**config.mk**
```make
export PLATFORM = sky130hd
export DESIGN_NAME = oled_i2c_target_flat
export DESIGN_NICKNAME = d
export VERILOG_FILES = /design/src/rtl/oled_pkg.sv /design/src/rtl/oled_i2c_target_if.sv /design/src/rtl/i2c_line_sync.sv /design/src/rtl/oled_i2c_target.sv /design/src/flat_wrapper.sv
export SDC_FILE = /design/constraint.sdc
export NUM_CORES = 1
export LEC_CHECK = 0
export CAP_MARGIN = 20
export CELL_PAD_IN_SITES_DETAIL_PLACEMENT = 1
export CELL_PAD_IN_SITES_GLOBAL_PLACEMENT = 1
export CORE_AREA = 2 2 74 76
export CTS_BUF_LIST = sky130_fd_sc_hd__clkbuf_8
export CTS_CLUSTER_DIAMETER = 150
export CTS_CLUSTER_SIZE = 12
export DETAILED_ROUTE_END_ITERATION = 10
export DIE_AREA = 0 0 76 78
export MAX_ROUTING_LAYER = met4
export PLACE_DENSITY_LB_ADDON = 0.25
export SLEW_MARGIN = 20
export SYNTH_ARGS = -nofsm -noshare
export SYNTH_HDL_FRONTEND = slang
export SYNTH_SLANG_ARGS = --single-unit
```
**constraint.sdc**
```tcl
create_clock -name clk -period 2.5 [get_ports clk]
set_clock_uncertainty 0.2 [all_clocks]
set_input_delay 0.5 -clock clk [delete_from_list [all_inputs] [get_ports clk]]
set_output_delay 0.5 -clock clk [all_outputs]
set_load 0.005 [all_outputs]
```
**src/rtl/oled_pkg.sv**
```systemverilog
`default_nettype none
// +--------------------------------------------------------------------------+
// | oled_pkg : FSM states, command opcodes and control-byte fields           |
// | Rev 1.0  : initial release                                               |
// +--------------------------------------------------------------------------+
package oled_pkg;

  typedef enum logic [2:0] {
    IDLE     = 3'd0,
    ADDR     = 3'd1,
    ADDR_ACK = 3'd2,
    CTRL     = 3'd3,
    CTRL_ACK = 3'd4,
    BYTE     = 3'd5,
    BYTE_ACK = 3'd6,
    IGNORE   = 3'd7
  } state_t;

  localparam logic [6:0] OLED_DEFAULT_ADDR = 7'h3C;

  localparam logic [7:0] CMD_COL_LO      = 8'h00;
  localparam logic [7:0] CMD_COL_HI      = 8'h10;
  localparam logic [7:0] CMD_PAGE_BASE   = 8'hB0;
  localparam logic [7:0] CMD_DISP_OFF    = 8'hAE;
  localparam logic [7:0] CMD_DISP_ON     = 8'hAF;
  localparam logic [7:0] CMD_MEM_MODE    = 8'h20;
  localparam logic [7:0] CMD_CONTRAST    = 8'h81;
  localparam logic [7:0] CMD_CHARGE_PUMP = 8'h8D;
  localparam logic [7:0] CMD_MUX_RATIO   = 8'hA8;
  localparam logic [7:0] CMD_DISP_OFFSET = 8'hD3;
  localparam logic [7:0] CMD_CLK_DIV     = 8'hD5;
  localparam logic [7:0] CMD_PRECHARGE   = 8'hD9;
  localparam logic [7:0] CMD_COM_PINS    = 8'hDA;
  localparam logic [7:0] CMD_VCOMH       = 8'hDB;

  localparam int CTRL_CO_BIT = 7;
  localparam int CTRL_DC_BIT = 6;

  // Opcodes whose following command byte is a parameter, not a new command
  function automatic logic takes_arg(input logic [7:0] op);
    return op inside {CMD_MEM_MODE, CMD_CONTRAST, CMD_CHARGE_PUMP, CMD_MUX_RATIO,
                      CMD_DISP_OFFSET, CMD_CLK_DIV, CMD_PRECHARGE, CMD_COM_PINS,
                      CMD_VCOMH};
  endfunction

endpackage
`default_nettype wire

```
**src/rtl/oled_i2c_target_if.sv**
```systemverilog
`default_nettype none
// +--------------------------------------------------------------------------+
// | oled_i2c_target_if : I2C pins plus received-byte stream of the target    |
// | Rev 1.0  : initial release                                               |
// +--------------------------------------------------------------------------+
interface oled_i2c_target_if;
  logic       scl;
  logic       sda_i;
  logic       sda_oe;
  logic       byte_valid;
  logic       byte_dc;
  logic [7:0] byte_data;
  logic [2:0] page;
  logic [6:0] col;
  logic       disp_on;

  modport slave (
    input  scl, sda_i,
    output sda_oe, byte_valid, byte_dc, byte_data, page, col, disp_on
  );

  modport master (
    output scl, sda_i,
    input  sda_oe, byte_valid, byte_dc, byte_data, page, col, disp_on
  );
endinterface
`default_nettype wire

```
**src/rtl/i2c_line_sync.sv**
```systemverilog
`default_nettype none
// +--------------------------------------------------------------------------+
// | i2c_line_sync : SCL/SDA synchroniser, optional level filter              |
// | (OLED_I2C_TGT_GLITCH_FILTER_EN), START/STOP and SCL edge detection       |
// | Rev 1.0  : initial release                                               |
// +--------------------------------------------------------------------------+
module i2c_line_sync #(
  parameter int MIN_SCL_CLKS = 4
) (
  input  wire  clk,
  input  wire  rst,
  input  wire  scl,
  input  wire  sda,
  output logic sda_lvl,
  output logic scl_rise,
  output logic scl_fall,
  output logic start_det,
  output logic stop_det
);

  logic [1:0] scl_sync_q, scl_sync_d;
  logic [1:0] sda_sync_q, sda_sync_d;
  logic       scl_prev_q, scl_prev_d;
  logic       sda_prev_q, sda_prev_d;
  logic       scl_lvl;

  always_comb begin
    scl_sync_d = {scl_sync_q[0], scl};
    sda_sync_d = {sda_sync_q[0], sda};
    scl_prev_d = scl_lvl;
    sda_prev_d = sda_lvl;
  end

  // Synchronisers reset to 1 so an idle bus produces no false edges
  always_ff @(posedge clk or posedge rst) begin
    if (rst) begin
      scl_sync_q <= 2'b11;
      sda_sync_q <= 2'b11;
      scl_prev_q <= 1'b1;
      sda_prev_q <= 1'b1;
    end else begin
      scl_sync_q <= scl_sync_d;
      sda_sync_q <= sda_sync_d;
      scl_prev_q <= scl_prev_d;
      sda_prev_q <= sda_prev_d;
    end
  end

`ifdef OLED_I2C_TGT_GLITCH_FILTER_EN
  localparam int CW = $clog2(MIN_SCL_CLKS + 1);

  logic          scl_flt_q, scl_flt_d;
  logic          sda_flt_q, sda_flt_d;
  logic [CW-1:0] scl_cnt_q, scl_cnt_d;
  logic [CW-1:0] sda_cnt_q, sda_cnt_d;

  // A new level is taken only after MIN_SCL_CLKS consecutive differing samples
  always_comb begin
    scl_flt_d = scl_flt_q;
    sda_flt_d = sda_flt_q;
    scl_cnt_d = '0;
    sda_cnt_d = '0;
    if (scl_sync_q[1] != scl_flt_q) begin
      if (scl_cnt_q == CW'(MIN_SCL_CLKS - 1)) scl_flt_d = scl_sync_q[1];
      else                                   scl_cnt_d = scl_cnt_q + 1'b1;
    end
    if (sda_sync_q[1] != sda_flt_q) begin
      if (sda_cnt_q == CW'(MIN_SCL_CLKS - 1)) sda_flt_d = sda_sync_q[1];
      else                                   sda_cnt_d = sda_cnt_q + 1'b1;
    end
  end

  always_ff @(posedge clk or posedge rst) begin
    if (rst) begin
      scl_flt_q <= 1'b1;
      sda_flt_q <= 1'b1;
      scl_cnt_q <= '0;
      sda_cnt_q <= '0;
    end else begin
      scl_flt_q <= scl_flt_d;
      sda_flt_q <= sda_flt_d;
      scl_cnt_q <= scl_cnt_d;
      sda_cnt_q <= sda_cnt_d;
    end
  end

  assign scl_lvl = scl_flt_q;
  assign sda_lvl = sda_flt_q;
`else
  assign scl_lvl = scl_sync_q[1];
  assign sda_lvl = sda_sync_q[1];
`endif

  assign scl_rise  =  scl_lvl & ~scl_prev_q;
  assign scl_fall  = ~scl_lvl &  scl_prev_q;
  assign start_det =  scl_lvl &  scl_prev_q &  sda_prev_q & ~sda_lvl;
  assign stop_det  =  scl_lvl &  scl_prev_q & ~sda_prev_q &  sda_lvl;

endmodule
`default_nettype wire

```
**src/rtl/oled_i2c_target.sv**
```systemverilog
`default_nettype none
// +--------------------------------------------------------------------------+
// | oled_i2c_target : write-only I2C target for an OLED controller, emits    |
// | command/data bytes and tracks page/column/display-on state               |
// | Rev 1.0  : initial release                                               |
// +--------------------------------------------------------------------------+
module oled_i2c_target
  import oled_pkg::*;
#(
  parameter logic [6:0] DEV_ADDR     = OLED_DEFAULT_ADDR,
  parameter int         MIN_SCL_CLKS = 4
) (
  input wire clk,
  input wire rst,
  oled_i2c_target_if.slave bus
);

  logic sda_lvl, scl_rise, scl_fall, start_det, stop_det;

  i2c_line_sync #(.MIN_SCL_CLKS(MIN_SCL_CLKS)) u_sync (
    .clk       (clk),
    .rst       (rst),
    .scl       (bus.scl),
    .sda       (bus.sda_i),
    .sda_lvl   (sda_lvl),
    .scl_rise  (scl_rise),
    .scl_fall  (scl_fall),
    .start_det (start_det),
    .stop_det  (stop_det)
  );

  state_t     state_q, state_d;
  logic [3:0] bit_cnt_q, bit_cnt_d;
  logic [7:0] shift_q, shift_d;
  logic       sda_oe_q, sda_oe_d;
  logic       co_q, co_d, dc_q, dc_d, arg_q, arg_d;
  logic       byte_valid_q, byte_valid_d, byte_dc_q, byte_dc_d;
  logic [7:0] byte_data_q, byte_data_d;
  logic [2:0] page_q, page_d;
  logic [6:0] col_q, col_d;
  logic       disp_on_q, disp_on_d;

  always_comb begin
    state_d      = state_q;
    bit_cnt_d    = bit_cnt_q;
    shift_d      = shift_q;
    sda_oe_d     = sda_oe_q;
    co_d         = co_q;
    dc_d         = dc_q;
    arg_d        = arg_q;
    byte_valid_d = 1'b0;
    byte_dc_d    = byte_dc_q;
    byte_data_d  = byte_data_q;
    page_d       = page_q;
    col_d        = col_q;
    disp_on_d    = disp_on_q;

    // Pointer/decode side effects land the cycle after the byte is presented
    if (byte_valid_q) begin
      if (byte_dc_q)  col_d = col_q + 7'd1;
      else if (arg_q) arg_d = 1'b0;
      else begin
        arg_d = takes_arg(byte_data_q);
        if (byte_data_q[7:3] == CMD_PAGE_BASE[7:3]) page_d     = byte_data_q[2:0];
        if (byte_data_q[7:4] == CMD_COL_LO[7:4])    col_d[3:0] = byte_data_q[3:0];
        if (byte_data_q[7:3] == CMD_COL_HI[7:3])    col_d[6:4] = byte_data_q[2:0];
        if (byte_data_q == CMD_DISP_ON)             disp_on_d  = 1'b1;
        if (byte_data_q == CMD_DISP_OFF)            disp_on_d  = 1'b0;
      end
    end

    if (stop_det) begin
      state_d   = IDLE;
      bit_cnt_d = '0;
      sda_oe_d  = 1'b0;
    end else if (start_det) begin
      state_d   = ADDR;
      bit_cnt_d = '0;
      shift_d   = '0;
      sda_oe_d  = 1'b0;
    end else begin
      case (state_q)
        ADDR, CTRL, BYTE: begin
          if (scl_rise && bit_cnt_q != 4'd8) begin
            shift_d   = {shift_q[6:0], sda_lvl};
            bit_cnt_d = bit_cnt_q + 4'd1;
            if (state_q == BYTE && bit_cnt_q == 4'd7) begin
              byte_valid_d = 1'b1;
              byte_data_d  = {shift_q[6:0], sda_lvl};
              byte_dc_d    = dc_q;
            end
          end else if (scl_fall && bit_cnt_q == 4'd8) begin
            bit_cnt_d = '0;
            sda_oe_d  = 1'b1;
            if (state_q == ADDR) begin
              if (shift_q == {DEV_ADDR, 1'b0}) state_d = ADDR_ACK;
              else begin
                state_d  = IGNORE;
                sda_oe_d = 1'b0;
              end
            end else if (state_q == CTRL) begin
              co_d    = shift_q[CTRL_CO_BIT];
              dc_d    = shift_q[CTRL_DC_BIT];
              state_d = CTRL_ACK;
            end else begin
              state_d = BYTE_ACK;
            end
          end
        end
        ADDR_ACK, CTRL_ACK, BYTE_ACK: begin
          // The next falling edge ends the 9th clock
          if (scl_fall) begin
            sda_oe_d = 1'b0;
            if (state_q == ADDR_ACK)      state_d = CTRL;
            else if (state_q == CTRL_ACK) state_d = BYTE;
            else                          state_d = co_q ? CTRL : BYTE;
          end
        end
        default: ;
      endcase
    end
  end

  always_ff @(posedge clk or posedge rst) begin
    if (rst) begin
      state_q      <= IDLE;
      bit_cnt_q    <= '0;
      shift_q      <= '0;
      sda_oe_q     <= 1'b0;
      co_q         <= 1'b0;
      dc_q         <= 1'b0;
      arg_q        <= 1'b0;
      byte_valid_q <= 1'b0;
      byte_dc_q    <= 1'b0;
      byte_data_q  <= '0;
      page_q       <= '0;
      col_q        <= '0;
      disp_on_q    <= 1'b0;
    end else begin
      state_q      <= state_d;
      bit_cnt_q    <= bit_cnt_d;
      shift_q      <= shift_d;
      sda_oe_q     <= sda_oe_d;
      co_q         <= co_d;
      dc_q         <= dc_d;
      arg_q        <= arg_d;
      byte_valid_q <= byte_valid_d;
      byte_dc_q    <= byte_dc_d;
      byte_data_q  <= byte_data_d;
      page_q       <= page_d;
      col_q        <= col_d;
      disp_on_q    <= disp_on_d;
    end
  end

  assign bus.sda_oe     = sda_oe_q;
  assign bus.byte_valid = byte_valid_q;
  assign bus.byte_dc    = byte_dc_q;
  assign bus.byte_data  = byte_data_q;
  assign bus.page       = page_q;
  assign bus.col        = col_q;
  assign bus.disp_on    = disp_on_q;

endmodule
`default_nettype wire

```
**src/flat_wrapper.sv**
```systemverilog
// flat-port wrapper written by rule: the top's interface ports become plain ports
module oled_i2c_target_flat import oled_pkg::*;
#(
  parameter logic [6:0] DEV_ADDR     = OLED_DEFAULT_ADDR,
  parameter int         MIN_SCL_CLKS = 4
)
  (clk, rst, bus_scl, bus_sda_i, bus_sda_oe, bus_byte_valid, bus_byte_dc, bus_byte_data, bus_page, bus_col, bus_disp_on);
  oled_i2c_target_if bus_i ();
  input wire clk;
  input wire rst;
  input wire logic [$bits(bus_i.scl)-1:0] bus_scl;
  input wire logic [$bits(bus_i.sda_i)-1:0] bus_sda_i;
  output wire logic [$bits(bus_i.sda_oe)-1:0] bus_sda_oe;
  output wire logic [$bits(bus_i.byte_valid)-1:0] bus_byte_valid;
  output wire logic [$bits(bus_i.byte_dc)-1:0] bus_byte_dc;
  output wire logic [$bits(bus_i.byte_data)-1:0] bus_byte_data;
  output wire logic [$bits(bus_i.page)-1:0] bus_page;
  output wire logic [$bits(bus_i.col)-1:0] bus_col;
  output wire logic [$bits(bus_i.disp_on)-1:0] bus_disp_on;
  assign bus_i.scl = bus_scl;
  assign bus_i.sda_i = bus_sda_i;
  assign bus_sda_oe = bus_i.sda_oe;
  assign bus_byte_valid = bus_i.byte_valid;
  assign bus_byte_dc = bus_i.byte_dc;
  assign bus_byte_data = bus_i.byte_data;
  assign bus_page = bus_i.page;
  assign bus_col = bus_i.col;
  assign bus_disp_on = bus_i.disp_on;
  oled_i2c_target #(.DEV_ADDR(DEV_ADDR), .MIN_SCL_CLKS(MIN_SCL_CLKS)) u_core (.clk(clk), .rst(rst), .bus(bus_i));
endmodule
```
# Word level (Yosys, flattened, before mapping)
# Index checks and enable logic that the tools add are counted.
# word_totals
reg_bits	46
inputBits	4
out_inout_bits	22
wordCells	129
# op_classes
add_sub_neg	2
eq_ne	27
muxes	40
n_bitwise	17
reduce_logical	25
# ops
operator	n
8-bit equality test (second input constant)	10
3-bit two-way mux	11
4-bit two-way mux	6
8-bit two-way mux	3
1-bit two-way mux	15
7-bit two-way mux	2
4-bit AND reduction	3
1-bit NOT	10
2-bit nonzero test	5
3-bit equality test (second input constant)	3
3-bit AND reduction	3
9-bit nonzero test	1
8-bit by 6-bit equality test with 1-bit output (second input constant)	1
8-bit by 7-bit equality test with 1-bit output (second input constant)	1
4-bit by 1-bit != test with 1-bit output (second input constant)	2
4-bit nonzero test	2
7-bit by 1-bit adder with 7-bit output (second input constant)	1
1-bit bitwise AND	7
7-bit AND reduction	1
3-bit by 2-bit equality test with 1-bit output (second input constant)	2
3-bit one-hot mux with 2 select lines	1
3-bit OR reduction	2
5-bit by 2-bit equality test with 1-bit output (second input constant)	1
5-bit equality test (second input constant)	1
other kinds (14)	17

# Longest topological paths before layout
# Gate-level depths: netlist of the first run.
# depth
ltp_word	8
mapped_depth	8
depth_no_buf	7

# Cells and area by module
# From an unflattened synthesis of the first run, not the netlist that was laid out.
# hier_totals
hier_cells	211
hier_area_um2	2292.2
# by_module_without_submodules
module	instances	cells_each	area_per_inst_um2	seq_area_each_um2
oled_i2c_target	1	200	2098.3	1001.0
i2c_line_sync	1	11	193.9	157.7

# Worst setup path before layout of the first run
# No wires, ideal clock.
# synth_timing
path_type	reg-to-reg
startpoint	reg u_core.bit_cnt_q[0]
endpoint	reg u_core.co_q
setup_time_ns	0.125
arrival_ns	1.631
required_time_ns	2.175
slack_ns	0.544
path_stages_with_launch	8
path_buffers	0
period_less_slack_ns	1.956
path_cell_list	dfrtp_1 -> inv_1 -> ha_1 -> nand2_1 -> nor3_2 -> a21oi_1 -> nor3_2 -> mux2_2
# synth_via
elab_chain_len	4
elab_cells_between_ends	6
classes_between	eq/ne: 2; bitwise: 1; reduce/logical: 3
# synth_rtl
element	line_no	text
from (decl)	oled_i2c_target.sv:33	logic [3:0] bit_cnt_q, bit_cnt_d;
from (signal assigned)	oled_i2c_target.sv:141	bit_cnt_q <= bit_cnt_d;
4-bit != test	oled_i2c_target.sv:84	if (scl_rise && bit_cnt_q != 4'd8) begin
1-bit logical AND	oled_i2c_target.sv:84	
1-bit NOT (no source line)	-	
7-bit AND reduction (no source line) (*)	-	
to (signal assigned)	oled_i2c_target.sv:144	co_q <= co_d;
to (decl)	oled_i2c_target.sv:36	logic co_q, co_d, dc_q, dc_d, arg_q, arg_d;
# Every way passes the cells marked *; elsewhere a longest branch is shown, timed or not.
# A chain may end at the register's enable or synchronous reset.

# Worst setup path in the final report of the first run
# Same ends and word-level chain as after synthesis.

==> key figures, run 1 <==
Placed design
  – GPL Wtd Cong: 0.788
  – Dpl cells: 303
  – Final HPWL from detailed placement: about 3600 µm
  – PortBufs: 25

STA
  – Worst hold slack: 0.162 ns
  – RSZ-0062 raised after global routing: no
  – Final min period: 2.16 ns
  – Period utilization: 0.864
  – Fin Setup TNS: 0 ns
  – Final Hold Fails: 0
  – Max-slew violation count: 0
  – Max_slew headroom: 0.641
  – Max Fclk: about 0.46 GHz
  – Slew @ Worst Pin: about 0.53 ns
  – Setup Viol. Count Final: 0

Worst setup path
  – Crit-path max cell delay: 0.42 ns
  – Crit end category: flip-flop
  – Cell family with most CP delay: simple AND/OR/NAND/NOR gates
  – Setup crit start kind: flip-flop
  – Crit path arrival time: 2.16 ns
  – Critical path depth: 7
  – Max FO, Critical Path: 5
  – Slowest cell on the critical path: dfrtp_1
  – Kind of critical path: reg2reg
  – Cell Chain, Critical Path: inv_1, ha_1, nand2_1, nor3_2, a21oi_1, nor3_2, mux2_2
  – Worst r2r dst: u_core.co_q
  – Worst EP required: approximately 2.5 ns
  – Worst reg-to-reg setup slack: 0.34 ns
  – Critical Path Source: u_core.bit_cnt_q[0]
  – Critical Path End: u_core.co_q
  – Cell seen most often among critical-path stages: nor3_2
  – Worst r2r path cells: 7
  – WP buf/inv: 1
  – RR Startpoint: u_core.bit_cnt_q[0]

Global route
  – Met2 Use GR: 0.313
  – First-pass GRT wire length: approximately 8800 µm
  – Antenna violations before repair: 0
  – Grt ovf: 0
  – Largest net degree at the start of global routing: 47
  – Number of global-route vias before repair: 1831
  – Grt peak-use layer: met2
  – Met1 usage: 0.240
  – Overall routing resource usage: 0.192
  – Grt met3 use: 0.0384

Layout
  – ANT cells: 0
  – Share of post-route cells with drive strength above 1: 0.212
  – Fillers: 550
  – Commonest non-fill, non-tap cell in the layout: dfrtp_1
  – Most frequent cells in the layout: 40 x dfrtp_1, 25 x clkdlybuf4s50_1, 19 x nand2_1
  – Layout area overhead: 18.6%
  – Fin cells: 311
  – Final #Nets: about 250

Clock tree
  – Number of gates resized after CTS: 0
  – CTS Sinks: 46
  – CTS clk-pin slew, worst paths: 0.09 ns
  – Root Buffer: clkbuf_8
  – Post-CTS Setup Bufs: 0
  – Clk_lat worst skew: around 0.31 ns
  – Htree depth: 2
  – TritonCTS Buffers: 5
  – Hold-fix buffers, CTS: 0
  – TritonCTS clock tree: yes
  – Clock Tree Buf Depth: 2

Yosys
  – XOR/XNOR Fraction of Synth Area: 0.00759
  – Post-synthesis mux area share: 0.0911
  – Synthesized instance count: 210
  – Cells taking the most area after synthesis: dfrtp_1 43%, mux2_2 7.8%, dfstp_2 6.8%
  – Synth Area in Compound Gates: 0.152
  – Synth warn: 0
  – Post-Syn Area: 0.00231 mm²
  – Largest family of logic cells by synthesized area: simple AND/OR/NAND/NOR gates
  – Post-synth cell types: between 50 and 60
  – Register area share after synthesis: 0.502
  – Mean post-synth cell area: 11.0 µm²
  – Post-synth EDFFs: 0
  – Post-synth ARST share: 1.00
  – Post-Synth Simple-Gate Area: 0.189
  – Synth Flop Type: dfrtp_1
  – Synth Area in Adders: 0.0206
  – Syn_nets: 217
  – Top-area cell type share of the netlist area: 0.434
  – Register bit total from synthesis: 46
  – Synth area leader: dfrtp_1

Floorplan
  – CORE AREA: 0.00504 mm²
  – # IOs: 26
  – Row count: 26
  – Die ar.: 0.00593 mm²
  – Initial Util: 0.458
  – Die Y: 78 µm
  – Die W: 76 µm

Drt
  – Drt first pass iters: 4
  – Final WL: 4960 µm
  – Initial DRC Count: 58
  – Vias per cell: 5.60
  – Wire per inst: approximately 16 µm
  – DRT antenna net count: 0
  – DRC violations left: 0
  – Via count: 1741

Run status
  – Status: finished, final reports clean

Worst hold path
  – Hold Path Class: reg2reg
  – Worst hold start: u_core.u_sync.sda_sync_q[0]

Pwr
  – Peak VDD IR: 0.459 mV
  – Pwr/cell area: 513 mW/mm²
  – Total power: 1400 µW
  – P_leak: between 0.001 and 0.0015 µW

Run
  – Maxcap violations: 0
==> cell families (layout without fill, tap and decap cells) <==
group,after synthesis,count (layout)
XOR/XNOR,2,2
adder cells (fa/ha/maj),4,4
AND/OR/NAND/NOR,73,73
multiplexers,19,19
buffers and inverters,16,47
AO/OA/AOI/OAI,50,50
flip-flops,46,46
==> through the flow <==
| stage | setup slack (ns) | util | instance area (µm²) |
|---|---|---|---|
| final | 0.339 | 0.543 | 2740 |
| after floorplan | 0.544 | - | 2310 |
| after detailed placement | 0.341 | 0.524 | 2640 |
| after CTS | 0.323 | 0.543 | 2740 |
| after global routing | 0.111 | 0.543 | 2740 |
| after global placement | 0.396 | 0.524 | 2640 |
==> cell usage after synthesis (2+ instances only) <==
library cell  number
o22ai_1            2
a22o_1             7
mux2i_1            3
inv_1              9
dfrtp_1           40
a21oi_1            6
a211oi_1           3
mux2_2            16
and3_1             3
nor2b_1            6
dfstp_2            6
nand4b_1           2
nor2_1             6
a311oi_1           3
nand2b_1           2
a221oi_1           3
nand2_1           19
or2_2              3
nand3_1            9
nand4_1            2
nor3_2             3
and4b_1            2
o21ai_0           14
nor3_1             5
ha_1               3
and2_1             2
==> routing by layer <==
layer	share of wire	up-vias
li1	-	830
met1	0.46	869
met2	0.49	30
met3	0.028	12
met4	0.024	0
met5	0	-
==> how the worst min path moves through the flow <==
stage / depth (start not counted) / end / slack, ns
after floorplan: 0 / u_core.u_sync.scl_sync_q[1] / 0.15
after global routing: 0 / u_core.u_sync.sda_sync_q[1] / 0.17
after CTS: 0 / u_core.u_sync.sda_sync_q[1] / 0.16
after global placement: 0 / u_core.u_sync.sda_sync_q[1] / 0.15
after detailed placement: 0 / u_core.u_sync.sda_sync_q[1] / 0.15
final: 0 / u_core.u_sync.sda_sync_q[1] / 0.16
==> report_power, final <==
| part | switching, µW | internal (µW) | total (µW) |
|---|---|---|---|
| registers | 39.1 | 777 | 816 |
| clock network | 287 | 209 | 497 |
| logic | 49.6 | 42.0 | 91.6 |
| total | 376 | 1030 | 1400 |
==> flip-flops by register name, summed over array words and instances (netlist names) <==
register,count
u_core.state_q,3
u_core.bit_cnt_q,4
u_core.shift_q,8
u_core.bus.disp_on,1
u_core.dc_q,1
u_core.bus.byte_valid,1
u_core.bus.sda_oe,1
u_core.arg_q,1
u_core.u_sync.scl_prev_q,1
u_core.bus.col,7
u_core.u_sync.sda_prev_q,1
u_core.bus.byte_dc,1
u_core.u_sync.scl_sync_q,2
u_core.u_sync.sda_sync_q,2
u_core.bus.page,3
u_core.co_q,1
u_core.bus.byte_data,8
==> area by class of cell <==
class,count,area [µm²],area share
well taps,70,87.6,0.0320
clock inverters,3,28.8,0.0105
repair buffers,30,300,0.110
flip-flops and latches,46,1160,0.423
inverters,9,33.8,0.0123
clock buffers,5,68.8,0.0251
multi-input cells,148,1060,0.387
Note: power is estimated with default switching activity, not from simulation.
==> run 2: changes to the inputs <==
- CORE_AREA: 2 2 74 76 -> 2 2 78 80
- DIE_AREA: 0 0 76 78 -> 0 0 80 82
- PLACE_DENSITY: not set -> 0.85
- PLACE_DENSITY_LB_ADDON: 0.25 -> not set
- clock period: 2.5 -> 1.8 ns (I/O delays scaled with it)
==> run 2 against run 1 <==
The flow now finishes with violations (setup timing). Utilization grew 6.1 points. Critical path depth shrank 3. First-iteration DRC count shrank 10%. Combinational power grew to 2.7 times the previous value. Total power grew 55%. Sequential cell count is the same. Die area grew 11%. Clock power grew 59%. Worst hold slack lost 0.077 ns. Largest power group unchanged. Sequential share of layout area shrank 8.8 points. Highest routed layer unchanged. Sequential power grew 38%. Cell area grew 27%.
==> key figures, run 2 (synthesis results as in run 1) <==
Global route
  – Largest net degree at the start of global routing: 17 (was 47)
  – Overall routing resource usage: 0.231 (was 0.192)
  – Number of global-route vias before repair: 2151 (was 1831)
  – Antenna violations before repair: 0 (unchanged)
  – Grt ovf: 0 (unchanged)
  – First-pass GRT wire length: 11100 µm (was 8800 µm)

Placed design
  – PortBufs: 25 (unchanged)
  – Dpl cell area: 0.00288 mm² (was 0.00264 mm²)
  – GPL Wtd Cong: 0.833 (was 0.788)
  – Setup WS pre-CTS: -0.103 ns (was 0.341 ns)
  – Final HPWL from detailed placement: 4280 µm (was 3620 µm)

Layout
  – Share of post-route cells with drive strength above 1: 0.476 (was 0.212)
  – Final #Nets: 301 (was 247)
  – Fillers: 612 (was 550)
  – Commonest non-fill, non-tap cell in the layout: buf_4 (was dfrtp_1)
  – ANT cells: 0 (unchanged)
  – Layout area overhead: 50.4% (was 18.6%)
  – Footprint of the multi-input gates: 0.00132 mm² (was 0.00106 mm²)
  – Design Area, Final: 0.00347 mm² (was 0.00274 mm²)
  – Most frequent cells in the layout: 50 x buf_4, 36 x dfrtp_1, 17 x nand2_1 (was 40 x dfrtp_1, 25 x clkdlybuf4s50_1, 19 x nand2_1)
  – FF+latch area: 0.00116 mm² (about the same)
  – Post-layout util: 0.604 (was 0.543)

Drt
  – Initial DRC Count: 52 (was 58)
  – DRC violations left: 0 (unchanged)
  – Drt first pass iters: 4 (unchanged)
  – Via count: 2000 (was 1741)
  – Final WL: 7100 µm (was 4960 µm)
  – Wire per inst: 19.3 µm (was 16.0 µm)
  – Vias per cell: 5.42 (was 5.60)
  – DRT antenna net count: 0 (unchanged)

Clock tree
  – CTS Sinks: 46 (unchanged)
  – CTS clk-pin slew, worst paths: 0.09 ns (about the same)
  – Htree depth: 2 (unchanged)
  – TritonCTS clock tree: yes (unchanged)
  – Clock Tree Buf Depth: 2 (unchanged)
  – Root Buffer: clkbuf_8 (unchanged)
  – TritonCTS Buffers: 5 (unchanged)
  – Clk_lat worst skew: 0.31 ns (about the same)

STA
  – Setup Viol. Count Final: 15 (was 0)
  – RSZ-0062 raised after global routing: yes (was no)
  – Slew @ Worst Pin: 0.375 ns (was 0.533 ns)
  – Final worst slack: -0.135 ns (was 0.339 ns)
  – Period utilization: 1.08 (was 0.864)
  – Final min period: 1.94 ns (was 2.16 ns)
  – Max-slew violation count: 0 (unchanged)
  – Fin Setup TNS: -0.770 ns (was 0 ns)
  – Max_slew headroom: 0.750 (was 0.641)
  – Final Hold Fails: 0 (unchanged)
  – Max Fclk: 0.517 GHz (was 0.463 GHz)
  – Worst hold slack: 0.0847 ns (was 0.162 ns)

Pwr
  – Pwr/cell area: 627 mW/mm² (was 513 mW/mm²)
  – P_leak: 0.00170 µW (was 0.00123 µW)
  – Peak VDD IR: 0.478 mV (was 0.459 mV)

Worst setup path
  – Slowest cell on the critical path: or4_4 (was dfrtp_1)
  – Worst EP required: 1.80 ns (was 2.50 ns)
  – Kind of critical path: reg2reg (unchanged)
  – RR Startpoint: u_core.bus.byte_data[5] (was u_core.bit_cnt_q[0])
  – Setup crit start kind: flip-flop (unchanged)
  – Max FO, Critical Path: 7 (was 5)
  – WP buf/inv: 0 (was 1)
  – Cell family with most CP delay: simple AND/OR/NAND/NOR gates (unchanged)
  – Crit end category: flip-flop (unchanged)
  – Crit path arrival time: 1.94 ns (was 2.16 ns)
  – Cell Chain, Critical Path: or4_4, nor3b_4, o21ai_4, a221oi_2 (was inv_1, ha_1, nand2_1, nor3_2, a21oi_1, nor3_2, mux2_2)
  – Worst reg-to-reg setup slack: -0.14 ns (was 0.34 ns)
  – Crit-path max cell delay: 0.56 ns (was 0.42 ns)
  – Critical Path Source: u_core.bus.byte_data[5] (was u_core.bit_cnt_q[0])

Run status
  – Failing checks: setup timing
  – Status: complete, but fails checks (was finished, final reports clean)

Floorplan
  – Row count: 28 (was 26)
  – # IOs: 26 (unchanged)
  – CORE AREA: 0.00575 mm² (was 0.00504 mm²)
  – Die Y: 82 µm (was 78 µm)
  – Initial Util: 0.402 (was 0.458)
  – Die ar.: 0.00656 mm² (was 0.00593 mm²)
  – Die W: 80 µm (was 76 µm)

Run
  – Maxcap violations: 0 (unchanged)

Worst hold path
  – Hold Path Class: in2async (was reg2reg)
[run 2: cell types whose count changed in the layout (fill, tap and decap cells not counted), moves of 4 or more]
cell,before,now
o21ai_1,1,6
dfrtp_1,40,36
clkdlybuf4s50_1,25,16
dlygate4sd2_1,0,4
dfrtp_2,0,4
o21ai_0,14,3
o21ai_2,1,5
buf_6,0,8
buf_4,4,50
dlymetal6s2s_1,0,5
[run 2: metrics by stage]
| stage | total power [µW] | std cells |
|---|---|---|
| floorplan | 1250 | 210 |
| global placement | 1340 | 335 |
| detailed placement | 1350 | 335 |
| CTS | 2150 | 360 |
| global route | 2260 | 369 |
| finish | 2180 | 369 |
[run 2: report_power, final]
part           leakage (µW)  total, µW  switching (µW)  internal [µW]
sequential         0.000610       1130            53.9           1080
combinational       0.00104        250             121            129
clock             0.0000573        792             347            444
total               0.00170       2180             522           1650
[run 2: layout make-up]
class	count	area share
sequential	46	0.335
timing repair buffer	84	0.214
clock buffer	6	0.0238
inverter	9	0.00973
multi-input combinational	148	0.381
clock inverter	1	0.00865
tap	75	0.0270
[run 2: what timing repair did]
item                       4_1_cts  5_1_grt
buffers inserted                18       10
gates cloned                     0        0
gates resized for setup         31       44
setup endpoints to repair       38       45
pin swaps                       10       14
hold buffers                     0        0
[run 2: layer usage]
| layer | up-vias | routed length, µm | track usage |
|---|---|---|---|
| met1 | 1010 | 2750 | 0.246 |
| met3 | 8 | 239 | 0.0429 |
| met4 | 0 | 99 | 0.0661 |
| met5 | - | 0 | - |
| li1 | 941 | - | - |
| met2 | 41 | 4010 | 0.438 |
[run 2: path summary, 6_finish.rpt]
check,depth (start not counted),endpoint
max in group asynchronous,3,u_core.bus.col[3]
setup reg to reg,4,u_core.bus.col[4]
hold reg to reg,0,u_core.u_sync.sda_sync_q[1]
min in group clk,0,u_core.u_sync.sda_sync_q[1]
hold / removal,2,u_core.state_q[1]
setup / recovery,4,u_core.bus.col[4]
==> run 3: changes to the inputs <==
- PLACE_DENSITY: 0.85 -> not set
- PLACE_DENSITY_LB_ADDON: not set -> 0.2
- SKIP_CTS_REPAIR_TIMING: not set -> 1
==> run 3 against run 2 <==
The flow still finishes with violations (setup timing). Cell area fell by 2.7%. Global-route usage is 4.4 points lower. Total power is 7.0% lower. Clock power decreased by 16%. Critical path type is now reg2out.
==> key figures, run 3 (synthesis results as in run 1) <==
Run status
  – Status: complete, but fails checks (unchanged)
  – Failing checks: setup timing (unchanged)

Pwr
  – Pwr/cell area: 598 mW/mm² (was 627 mW/mm²)
  – Sw Pwr: 522 µW (about the same)
  – Sequential share of power: 0.559 (was 0.521)
  – Combinational power share: 0.111 (was 0.115)
  – Clock Power Share: 0.330 (was 0.364)
  – Peak VDD IR: 0.495 mV (was 0.478 mV)
  – Internal power: 1500 µW (was 1650 µW)
  – P_leak: 0.00172 µW (was 0.00170 µW)
  – Switching fraction of total power: 0.258 (was 0.240)

STA
  – Setup Viol. Count Final: 11 (was 15)
  – Max_slew headroom: 0.712 (was 0.750)
  – Final worst slack: -0.159 ns (was -0.135 ns)
  – Max-slew violation count: 0 (unchanged)
  – Period utilization: 1.09 (was 1.08)
  – Final min period: 1.96 ns (was 1.94 ns)
  – Final Hold Fails: 0 (unchanged)
  – Max Fclk: 0.510 GHz (was 0.517 GHz)
  – Fin Setup TNS: -0.871 ns (was -0.770 ns)
  – Slew @ Worst Pin: 0.431 ns (was 0.375 ns)
  – RSZ-0062 raised after global routing: yes (unchanged)

Worst setup path
  – Setup crit start kind: flip-flop (unchanged)
  – Crit-path max cell delay: 0.57 ns (was 0.56 ns)
  – Cell family with most CP delay: buffers and inverters (was simple AND/OR/NAND/NOR gates)
  – Critical path depth: 1 (was 4)
  – Max FO, Critical Path: 8 (was 7)
  – Worst EP required: 1.24 ns (was 1.80 ns)
  – Worst r2r path cells: 5 (was 4)
  – Cell Chain, Critical Path: clkdlybuf4s50_1 (was or4_4, nor3b_4, o21ai_4, a221oi_2)
  – Crit path arrival time: 1.40 ns (was 1.94 ns)
  – Crit end category: output port (was flip-flop)
  – Slowest cell on the critical path: clkdlybuf4s50_1 (was or4_4)
  – WP buf/inv: 1 (was 0)
  – Kind of critical path: reg2out (was reg2reg)

Floorplan
  – CORE AREA: 0.00575 mm² (unchanged)
  – # IOs: 26 (unchanged)
  – Die W: 80 µm (unchanged)
  – Die Y: 82 µm (unchanged)
  – Row count: 28 (unchanged)
  – Die ar.: 0.00656 mm² (unchanged)
  – Initial Util: 0.402 (unchanged)

Drt
  – Via count: 1986 (was 2000)
  – Final WL: 6400 µm (was 7100 µm)
  – Vias per cell: 5.44 (was 5.42)
  – DRC violations left: 0 (unchanged)
  – Drt first pass iters: 4 (unchanged)
  – DRT antenna net count: 0 (unchanged)
  – Initial DRC Count: 35 (was 52)
  – Wire per inst: 17.5 µm (was 19.3 µm)

Clock tree
  – Clock Tree Buf Depth: 2 (unchanged)
  – Root Buffer: clkbuf_8 (unchanged)
  – Clk_lat worst skew: 0.30 ns (was 0.31 ns)
  – TritonCTS clock tree: yes (unchanged)
  – CTS Sinks: 46 (unchanged)
  – TritonCTS Buffers: 5 (unchanged)
  – Htree depth: 2 (unchanged)
  – CTS clk-pin slew, worst paths: 0.08 ns (was 0.09 ns)

Layout
  – Final #Nets: 296 (was 301)
  – Layout area overhead: 46.3% (was 50.4%)
  – Commonest non-fill, non-tap cell in the layout: buf_4 (unchanged)
  – Fin cells: 365 (was 369)
  – Share of post-route cells with drive strength above 1: 0.462 (was 0.476)
  – ANT cells: 0 (unchanged)
  – Most frequent cells in the layout: 49 x buf_4, 34 x dfrtp_1, 18 x nand2_1 (was 50 x buf_4, 36 x dfrtp_1, 17 x nand2_1)

Placed design
  – Dpl cells: 335 (unchanged)
  – GPL Wtd Cong: 0.787 (was 0.833)
  – Final HPWL from detailed placement: 3920 µm (was 4280 µm)
  – PortBufs: 25 (unchanged)

Global route
  – Grt ovf: 0 (unchanged)
  – Overall routing resource usage: 0.188 (was 0.231)
  – Antenna violations before repair: 0 (unchanged)
  – Number of global-route vias before repair: 1885 (was 2151)
  – Largest net degree at the start of global routing: 47 (was 17)
  – First-pass GRT wire length: 9180 µm (was 11100 µm)

Worst hold path
  – Hold Path Class: reg2reg (was in2async)
  – Hold Crit Depth: 0

Run
  – Maxcap violations: 0 (unchanged)
## run 3: cell types whose count changed in the layout (fill, tap and decap cells not counted), sizes merged
| cell | before | now |
|---|---|---|
| nand4 | 3 | 4 |
| bufinv | 1 | 0 |
| dlygate4sd2 | 4 | 0 |
| dlymetal6s2s | 5 | 9 |
| clkinvlp | 0 | 1 |
| inv | 8 | 9 |
| buf | 59 | 53 |
## run 3: power groups by stage
stage | clock [µW] | sequential [µW] | combinational (µW)
floorplan | 0 | 1140 | 114
global placement | 0 | 1140 | 187
detailed placement | 0 | 1140 | 193
CTS | 682 | 1120 | 193
global route | 735 | 1140 | 247
finish | 668 | 1130 | 223
## run 3: path summary, 6_finish.rpt
check                                            start                     endpoint  slack, ns
hold / removal             u_core.u_sync.sda_sync_q[0]  u_core.u_sync.sda_sync_q[1]       0.16
hold reg to reg            u_core.u_sync.sda_sync_q[0]  u_core.u_sync.sda_sync_q[1]       0.16
min in group asynchronous                          rst            u_core.state_q[1]       0.22
setup reg to reg              u_core.u_sync.scl_prev_q                  u_core.dc_q      -0.14
max in group asynchronous                          rst  u_core.u_sync.scl_sync_q[1]       0.92
setup / recovery               u_core.bus.byte_data[4]             bus_byte_data[4]      -0.16
## run 3: metrics by stage
step,cell area [µm²],total power [µW],utilization,hold WS (ns),setup slack (ns)
finish,3380,2020,0.588,0.160,-0.159
global route,3380,2120,0.588,0.164,-0.205
CTS,2980,2000,0.518,0.162,-0.229
detailed placement,2880,1340,0.502,0.149,-0.112
global placement,2880,1330,0.502,0.149,-0.112
floorplan,2340,1250,-,0.145,-0.102
## run 3: area by class of cell
cell class / instances / area, µm²
timing repair buffer: 78 / 703
fill: 608 / 2370
clock inverter: 2 / 12.5
sequential: 46 / 1170
tap: 75 / 93.8
multi-input combinational: 149 / 1290
inverter: 9 / 33.8
clock buffer: 6 / 82.6
## run 3: worst reg2reg max path, stage by stage (launching register included)
cell,delay (ns)
dfstp_2,0.58
nand2b_4,0.08
nor3_4,0.24
a21oi_4,0.10
nor3_4,0.29
mux2_4,0.33
## run 3: metal layers
metal	share of wire	GRT usage	vias to the layer above
met5	0	-	-
met4	0.0087	0.0508	0
met3	0.023	0.0330	7
met2	0.53	0.306	29
met1	0.44	0.244	1016
li1	-	-	934
